### config.mk
export PLATFORM = sky130hd
export DESIGN_NAME = trace_capture_buffer
export DESIGN_NICKNAME = d
export VERILOG_FILES = /design/src/rtl/trace_capture_buffer.sv
export SDC_FILE = /design/constraint.sdc
export NUM_CORES = 1
export LEC_CHECK = 0
export CAP_MARGIN = 20
export CELL_PAD_IN_SITES_DETAIL_PLACEMENT = 2
export CELL_PAD_IN_SITES_GLOBAL_PLACEMENT = 2
export CORE_UTILIZATION = 45
export DETAILED_ROUTE_END_ITERATION = 6
export PLACE_DENSITY = 0.86
export SYNTH_ARGS = -nofsm -noshare
export SYNTH_HDL_FRONTEND = slang
export SYNTH_SLANG_ARGS = --single-unit
export TNS_END_PERCENT = 100
### constraint.sdc
create_clock -name clk -period 21 [get_ports clk]
set_clock_uncertainty 0.15 [all_clocks]
set_input_delay 2.1 -clock clk [delete_from_list [all_inputs] [get_ports clk]]
set_output_delay 2.1 -clock clk [all_outputs]
set_load 0.02 [all_outputs]
### src/rtl/trace_capture_buffer.sv
// Retire-trace capture buffer: records the commit stream into a circular buffer,
// stops a fixed number of entries after a PC-match trigger, then drains the window
// oldest-first through a valid/ready port.
// Optional build macro: TRACE_CYCLE_STAMP_EN adds a 32-bit cycle stamp to every entry.
module trace_capture_buffer #(
  parameter int unsigned XLEN      = 32,
  parameter int unsigned DEPTH     = 16,
  parameter int unsigned POST_TRIG = 8,
`ifdef TRACE_CYCLE_STAMP_EN
  localparam int unsigned EW       = 2 * XLEN + 65,
`else
  localparam int unsigned EW       = 2 * XLEN + 33,
`endif
  localparam int unsigned CW       = $clog2(DEPTH + 1)
) (
  input  logic            clk,
  input  logic            reset,
  input  logic            cap_valid,
  input  logic [XLEN-1:0] cap_pc,
  input  logic [31:0]     cap_instr,
  input  logic [XLEN-1:0] cap_alu,
  input  logic            cap_we,
  input  logic            arm,
  input  logic            abort,
  input  logic [XLEN-1:0] trig_pc,
  output logic            rd_valid,
  input  logic            rd_ready,
  output logic [EW-1:0]   rd_data,
  output logic [CW-1:0]   count,
  output logic [1:0]      state,
  output logic            trig_hit
);

  localparam int unsigned AW = $clog2(DEPTH);

  if (DEPTH < 4 || (DEPTH & (DEPTH - 1)) != 0) begin : g_bad_depth
    $error("DEPTH must be a power of two and at least 4");
  end
  if (POST_TRIG >= DEPTH) begin : g_bad_post
    $error("POST_TRIG must be smaller than DEPTH");
  end

  typedef enum logic [1:0] {
    StIdle  = 2'd0,
    StArmed = 2'd1,
    StPost  = 2'd2,
    StDone  = 2'd3
  } state_e;

  state_e          state_q, state_d;
  logic [CW-1:0]   count_q, count_d;
  logic [CW-1:0]   rem_q, rem_d;
  logic [AW-1:0]   wr_ptr_q, wr_ptr_d;
  logic [AW-1:0]   rd_ptr_q, rd_ptr_d;
  logic [XLEN-1:0] trig_pc_q, trig_pc_d;
  logic            trig_hit_q, trig_hit_d;
  logic            wr_en;
  logic            pop;
  logic [EW-1:0]   entry;
  logic [EW-1:0]   mem [DEPTH];

`ifdef TRACE_CYCLE_STAMP_EN
  logic [31:0] cyc_q;

  // Free-running cycle stamp, wraps naturally at 2^32.
  always_ff @(posedge clk) begin
    if (reset) cyc_q <= '0;
    else       cyc_q <= cyc_q + 32'd1;
  end

  assign entry = {cyc_q, cap_we, cap_alu, cap_instr, cap_pc};
`else
  assign entry = {cap_we, cap_alu, cap_instr, cap_pc};
`endif

  assign rd_valid = (state_q == StDone) && (count_q != '0);
  assign pop      = rd_valid && rd_ready;
  assign rd_data  = rd_valid ? mem[rd_ptr_q] : '0;
  assign count    = count_q;
  assign state    = state_q;
  assign trig_hit = trig_hit_q;

  // Next-state logic: abort dominates, then the per-state capture/readout rules.
  always_comb begin
    state_d    = state_q;
    count_d    = count_q;
    rem_d      = rem_q;
    wr_ptr_d   = wr_ptr_q;
    rd_ptr_d   = rd_ptr_q;
    trig_pc_d  = trig_pc_q;
    trig_hit_d = 1'b0;
    wr_en      = 1'b0;

    if (abort) begin
      state_d  = StIdle;
      count_d  = '0;
      rem_d    = '0;
      wr_ptr_d = '0;
      rd_ptr_d = '0;
    end else begin
      unique case (state_q)
        StIdle: begin
          if (arm) begin
            state_d   = StArmed;
            count_d   = '0;
            wr_ptr_d  = '0;
            rd_ptr_d  = '0;
            trig_pc_d = trig_pc;
          end
        end
        StArmed: begin
          if (cap_valid) begin
            wr_en = 1'b1;
            if (cap_pc == trig_pc_q) begin
              trig_hit_d = 1'b1;
              if (POST_TRIG == 0) begin
                state_d = StDone;
              end else begin
                state_d = StPost;
                rem_d   = CW'(POST_TRIG);
              end
            end
          end
        end
        StPost: begin
          if (cap_valid) begin
            wr_en = 1'b1;
            rem_d = rem_q - CW'(1);
            if (rem_q == CW'(1)) state_d = StDone;
          end
        end
        StDone: begin
          if (pop) begin
            rd_ptr_d = rd_ptr_q + AW'(1);
            count_d  = count_q - CW'(1);
            if (count_q == CW'(1)) state_d = StIdle;
          end
        end
        default: state_d = StIdle;
      endcase

      // A write into a full buffer drops the oldest entry by advancing the read side.
      if (wr_en) begin
        wr_ptr_d = wr_ptr_q + AW'(1);
        if (count_q == CW'(DEPTH)) rd_ptr_d = rd_ptr_q + AW'(1);
        else                       count_d  = count_q + CW'(1);
      end
    end
  end

  // Control state register with synchronous reset.
  always_ff @(posedge clk) begin
    if (reset) begin
      state_q    <= StIdle;
      count_q    <= '0;
      rem_q      <= '0;
      wr_ptr_q   <= '0;
      rd_ptr_q   <= '0;
      trig_pc_q  <= '0;
      trig_hit_q <= 1'b0;
    end else begin
      state_q    <= state_d;
      count_q    <= count_d;
      rem_q      <= rem_d;
      wr_ptr_q   <= wr_ptr_d;
      rd_ptr_q   <= rd_ptr_d;
      trig_pc_q  <= trig_pc_d;
      trig_hit_q <= trig_hit_d;
    end
  end

  // Entry storage; contents are only meaningful where count says so, so no reset.
  always_ff @(posedge clk) begin
    if (!reset && wr_en) mem[wr_ptr_q] <= entry;
  end

endmodule

Yosys cells after proc, flatten, opt, wreduce, memory -nomap -nowiden
Memories as Yosys holds them, arrays and structs flattened. A register that Yosys moved wholly into a read port is not among the register bits.
Cells that the tools add are included.
{"block": "totals", "n_memories": 1, "register_bits": 53, "inputBits": 135, "wordCells": 80, "output_inout_bits": 106, "ram_bits": 1552}
{"name": "mem", "words": 16, "width": 97, "rd": 1, "rd_clocked_by_memory_dff": 1, "write_ports": 1, "line": "60", "text": "logic [EW-1:0] mem [DEPTH];"}
{"block": "op_classes", "n_eq_ne": 14, "muxes": 34, "n_bitwise": 3, "n_addsub": 5, "n_reduce_logical": 16}
{"cell": "$mux W97", "n": 1}
{"cell": "$mux W5", "n": 7}
{"cell": "$eq A32 B32 Y1", "n": 1}
{"cell": "$mux W4", "n": 8}
{"cell": "$pmux W5 S2", "n": 2}
{"cell": "$mux W2", "n": 7}
{"cell": "$ne A2 B2 Y1 const B", "n": 6}
{"cell": "$eq A5 B1 Y1 const B", "n": 2}
{"cell": "$sub A5 B1 Y5 const B", "n": 2}
{"cell": "$add A4 B1 Y4 const B", "n": 2}
{"cell": "$pmux W2 S4", "n": 1}
{"cell": "$pmux W4 S2", "n": 1}
{"cell": "$mux W1", "n": 7}
{"cell": "$reduce_and A7 Y1", "n": 1}
{"cell": "$reduce_bool A2 Y1", "n": 3}
{"cell": "$add A5 B1 Y5 const B", "n": 1}
{"cell": "$eq A5 B5 Y1 const B", "n": 1}
{"cell": "$reduce_bool A5 Y1", "n": 1}
{"cell": "$eq A2 B2 Y1 const B", "n": 2}
{"cell": "$reduce_and A4 Y1", "n": 1}
{"cell": "$reduce_or A2 Y1", "n": 2}
{"cell": "$reduce_or A4 Y1", "n": 1}
{"cell": "$logic_and A1 B1 Y1", "n": 3}
{"cell": "$not A1 Y1", "n": 3}
{"cell": "other kinds (6)", "n": 6}

Longest topological paths before layout
{"block": "logic_depth", "depth_word": 8, "depth_mapped": 9, "mapped_depth_nobuf": 9}

Worst setup path after synthesis
Ideal clock, no wire load.
{"block": "synth_path", "kind": "input to register", "from": "in reset", "to": "mem mem[0][0] in the netlist's numbering (enable)", "setup_ps": 671, "path_stages": 6, "setup_slack_ps": 10643, "n_path_buf": 2, "required_ps": 20179, "arrival_time_ps": 9535, "path_cell_list": "clkbuf_1 > or2_2 > clkbuf_1 > nor2_1 > nand2_1 > nor3_1"}
{"block": "synth_between", "elab_chain_len": 4}
{"item": "from (decl)", "line": "17", "text": "input logic reset,"}
{"item": "$logic_not A1 Y1", "line": "174", "text": "if (!reset && wr_en) mem[wr_ptr_q] <= entry;"}
{"item": "$logic_and A1 B1 Y1", "line": "174"}
{"item": "$mux W1", "line": "174"}
{"item": "$mux W1 (implied by the code)", "line": "174"}
{"item": "to (decl)", "line": "60"}
Every way passes these cells.

==> reports/summary.txt <==
CP Cell Sequence - buf_4 -> buf_16 -> buf_4 -> buf_4 -> buf_16 -> mux4_2 -> mux4_2 -> and2_1 -> clkdlybuf4s50_1
Peak VDD IR - 0.0636 mV
Critical path arrival - 5.96 ns
Critical path's top delay family - buffers and inverters
Crit share post-route - 0.391
Max stage delay on crit path - 0.85 ns
Max_slew headroom - 0.166
Clock-pin slew of the registers on the worst-case setup and hold paths - 0.07 ns
Cts repair resizes - 0
First drt pass iteration count - 5
Initial Utilization - 0.455
Fraction of registers with async set/reset - 0
Crit Path Max Fanout - 45
CP endpoint kind - output pin
Die width - 372 µm
Root Buffer - clkbuf_16
Placed cells - 4572
Overflow after GRT - 0
Synthesis Warnings - 0
Vias per std cell - 6.34
Maxcap violations - 0
CTS Buf Count - 167
Max-slew violation count - 0
Crit path max-delay cell type - dfxtp_4
Initial antenna violation count - 15
DRC errors left - 0
CTS max path bufs - 3
CORE AREA - 136000 µm²
Sequential area share after synthesis - 0.772
First-pass GRT wire length - 277000 µm
Global placer's final weighted congestion - 0.767
Synth top area cells - edfxtp_1, mux4_2, dfxtp_1
Count of different cell masters after synthesis - 46
DRT antenna net count - 0
Mean Syn Cell Area - 23.4 µm²
Final Instance Count excl. Fillers - 4882
Vias in the first global route - 33700
Buf+Inv Stages, Crit Path - 6
Die height - 372 µm
CP Launch Type - register
Post-CTS setup buffer count - 0
Final hold slack - 0.327 ns
# nets final - 3118
# rows - 135
Area leader, netlist - edfxtp_1
Status - complete, no violations
Final min period - 8.21 ns
CTS Hold Bufs - 0
Fmax - 122 MHz
CTS tree - yes
Pwr Density - 91.8 nW/µm²
Total wire length - 202000 µm
Via count - 31000
Final HPWL DP - 107000 µm
RSZ-0062 raised after global routing - no
Layout cell share with drive strength beyond 1 - 0.254
Synth Net Count - 2789
Leakage - 0.0215 µW
Slew of the pin with the lowest slew margin - 1.25 ns
Setup CP Type - register to output pin
GRT Util Overall - 0.294
Largest net degree at the start of global routing - 177
Die ar. - 139000 µm²
Mapped Area - 61800 µm²
Share of the synthesized area in the top cell type - 0.755
Synthesized instance count - 2639
Clk_lat worst skew - 0.81 ns
Final setup violation count - 0
I/O pins - 241
Area Overhead vs Synth - 15.7%
CP Data Required Time - 18.75 ns
Synthesized flop and latch total - 1605
Final setup TNS - 0 ns
Count leader, synth - edfxtp_1
EDFF count, synth - 1552
CTS sink cnt - 1605
PortBufs - 240
Initial drt markers - 3889
Most used cell, CP - buf_4
Hold WC Path Type - register to register
Routed WL per cell - 41.3 µm
Final hold violations - 0
H-tree Lvls - 4
Synth cell count leaders - edfxtp_1, mux4_2, and2_1
Ys flop type - edfxtp_1
logic make-up after synthesis:
group                      count (synthesis)  synth area share
AOI/OAI and AO/OA                         80           0.00766
xor gates and xnor gates                  35           0.00496
adders and majority gates                 15           0.00304
buffers and inverters                    151            0.0131
DFF                                     1605             0.772
muxes                                    488             0.177
and+or+nand+nor                          265            0.0220
worst min-delay path: stages (launching register included):
cell and delay (ns):
dfxtp_1 0.32, nand2_1 0.06, a21oi_1 0.05
placed cells by master (no fill, tap or decap), types with 26 or more instances in the layout:
cell type,n
nand2_1,83
dfxtp_1,49
clkbuf_16,173
and2_1,98
buf_4,49
clkdlybuf4s50_1,240
clkbuf_1,57
mux4_2,485
clkinv_1,26
a21oi_1,44
edfxtp_1,1552
xor2_1,32
worst paths after layout:
kind / startpoint / end / slack [ns] / cells after the start
worst max-delay path: rd_ptr_q[0]$_SDFF_PP0_ / rd_data[46] / 12.79 / 9
worst min-delay path: trig_pc_q[17]$_SDFFE_PP0P_ / trig_pc_q[17]$_SDFFE_PP0P_ / 0.33 / 2
worst max register to register: state[0]$_SDFFE_PP0P_ / mem[10][53]$_DFFE_PP_ / 15.60 / 8
worst min register to register: trig_pc_q[17]$_SDFFE_PP0P_ / trig_pc_q[17]$_SDFFE_PP0P_ / 0.33 / 2
final cells by class:
type / instances / area [µm²]
diodes: 2 / 5.00
clock buffers: 231 / 4560
clock inverters: 69 / 542
fillers: 11500 / 64400
inverters: 12 / 47.5
multi-input cells: 883 / 13400
flip-flops and latches: 1605 / 47700
well taps: 1781 / 2230
repair buffers: 299 / 3000
routing by layer:
| metal | GRT usage | vias up | share of wire |
|---|---|---|---|
| met2 | 0.509 | 1679 | 0.52 |
| met3 | 0.0530 | 285 | 0.070 |
| met5 | 0 | - | 0.00020 |
| li1 | - | 11800 | - |
| met1 | 0.381 | 17200 | 0.38 |
| met4 | 0.0820 | 6 | 0.024 |
state kept, by name, indices dropped and copies added (netlist names):
signal,count
mem,1552
trig_pc_q,32
count,5
rem_q,5
rd_ptr_q,4
wr_ptr_q,4
state,2
trig_hit,1
power breakdown:
group | switching, µW | internal, µW
logic | 81.6 | 35.1
registers | 4.56 | 3510
clock network | 1320 | 1600
total | 1410 | 5150
metrics by stage:
step                      utilization  worst slack [ns]  total power, µW  instance area, µm²
after floorplan                     -             10.64             3610               61800
after global placement          0.487             13.22             3680               66200
after detailed placement        0.487             13.09             3700               66200
after CTS                       0.525             12.10             6600               71300
after global routing            0.526             12.35             6690               71400
final                           0.526             12.79             6560               71500
Power figures use the tool's default switching activity.
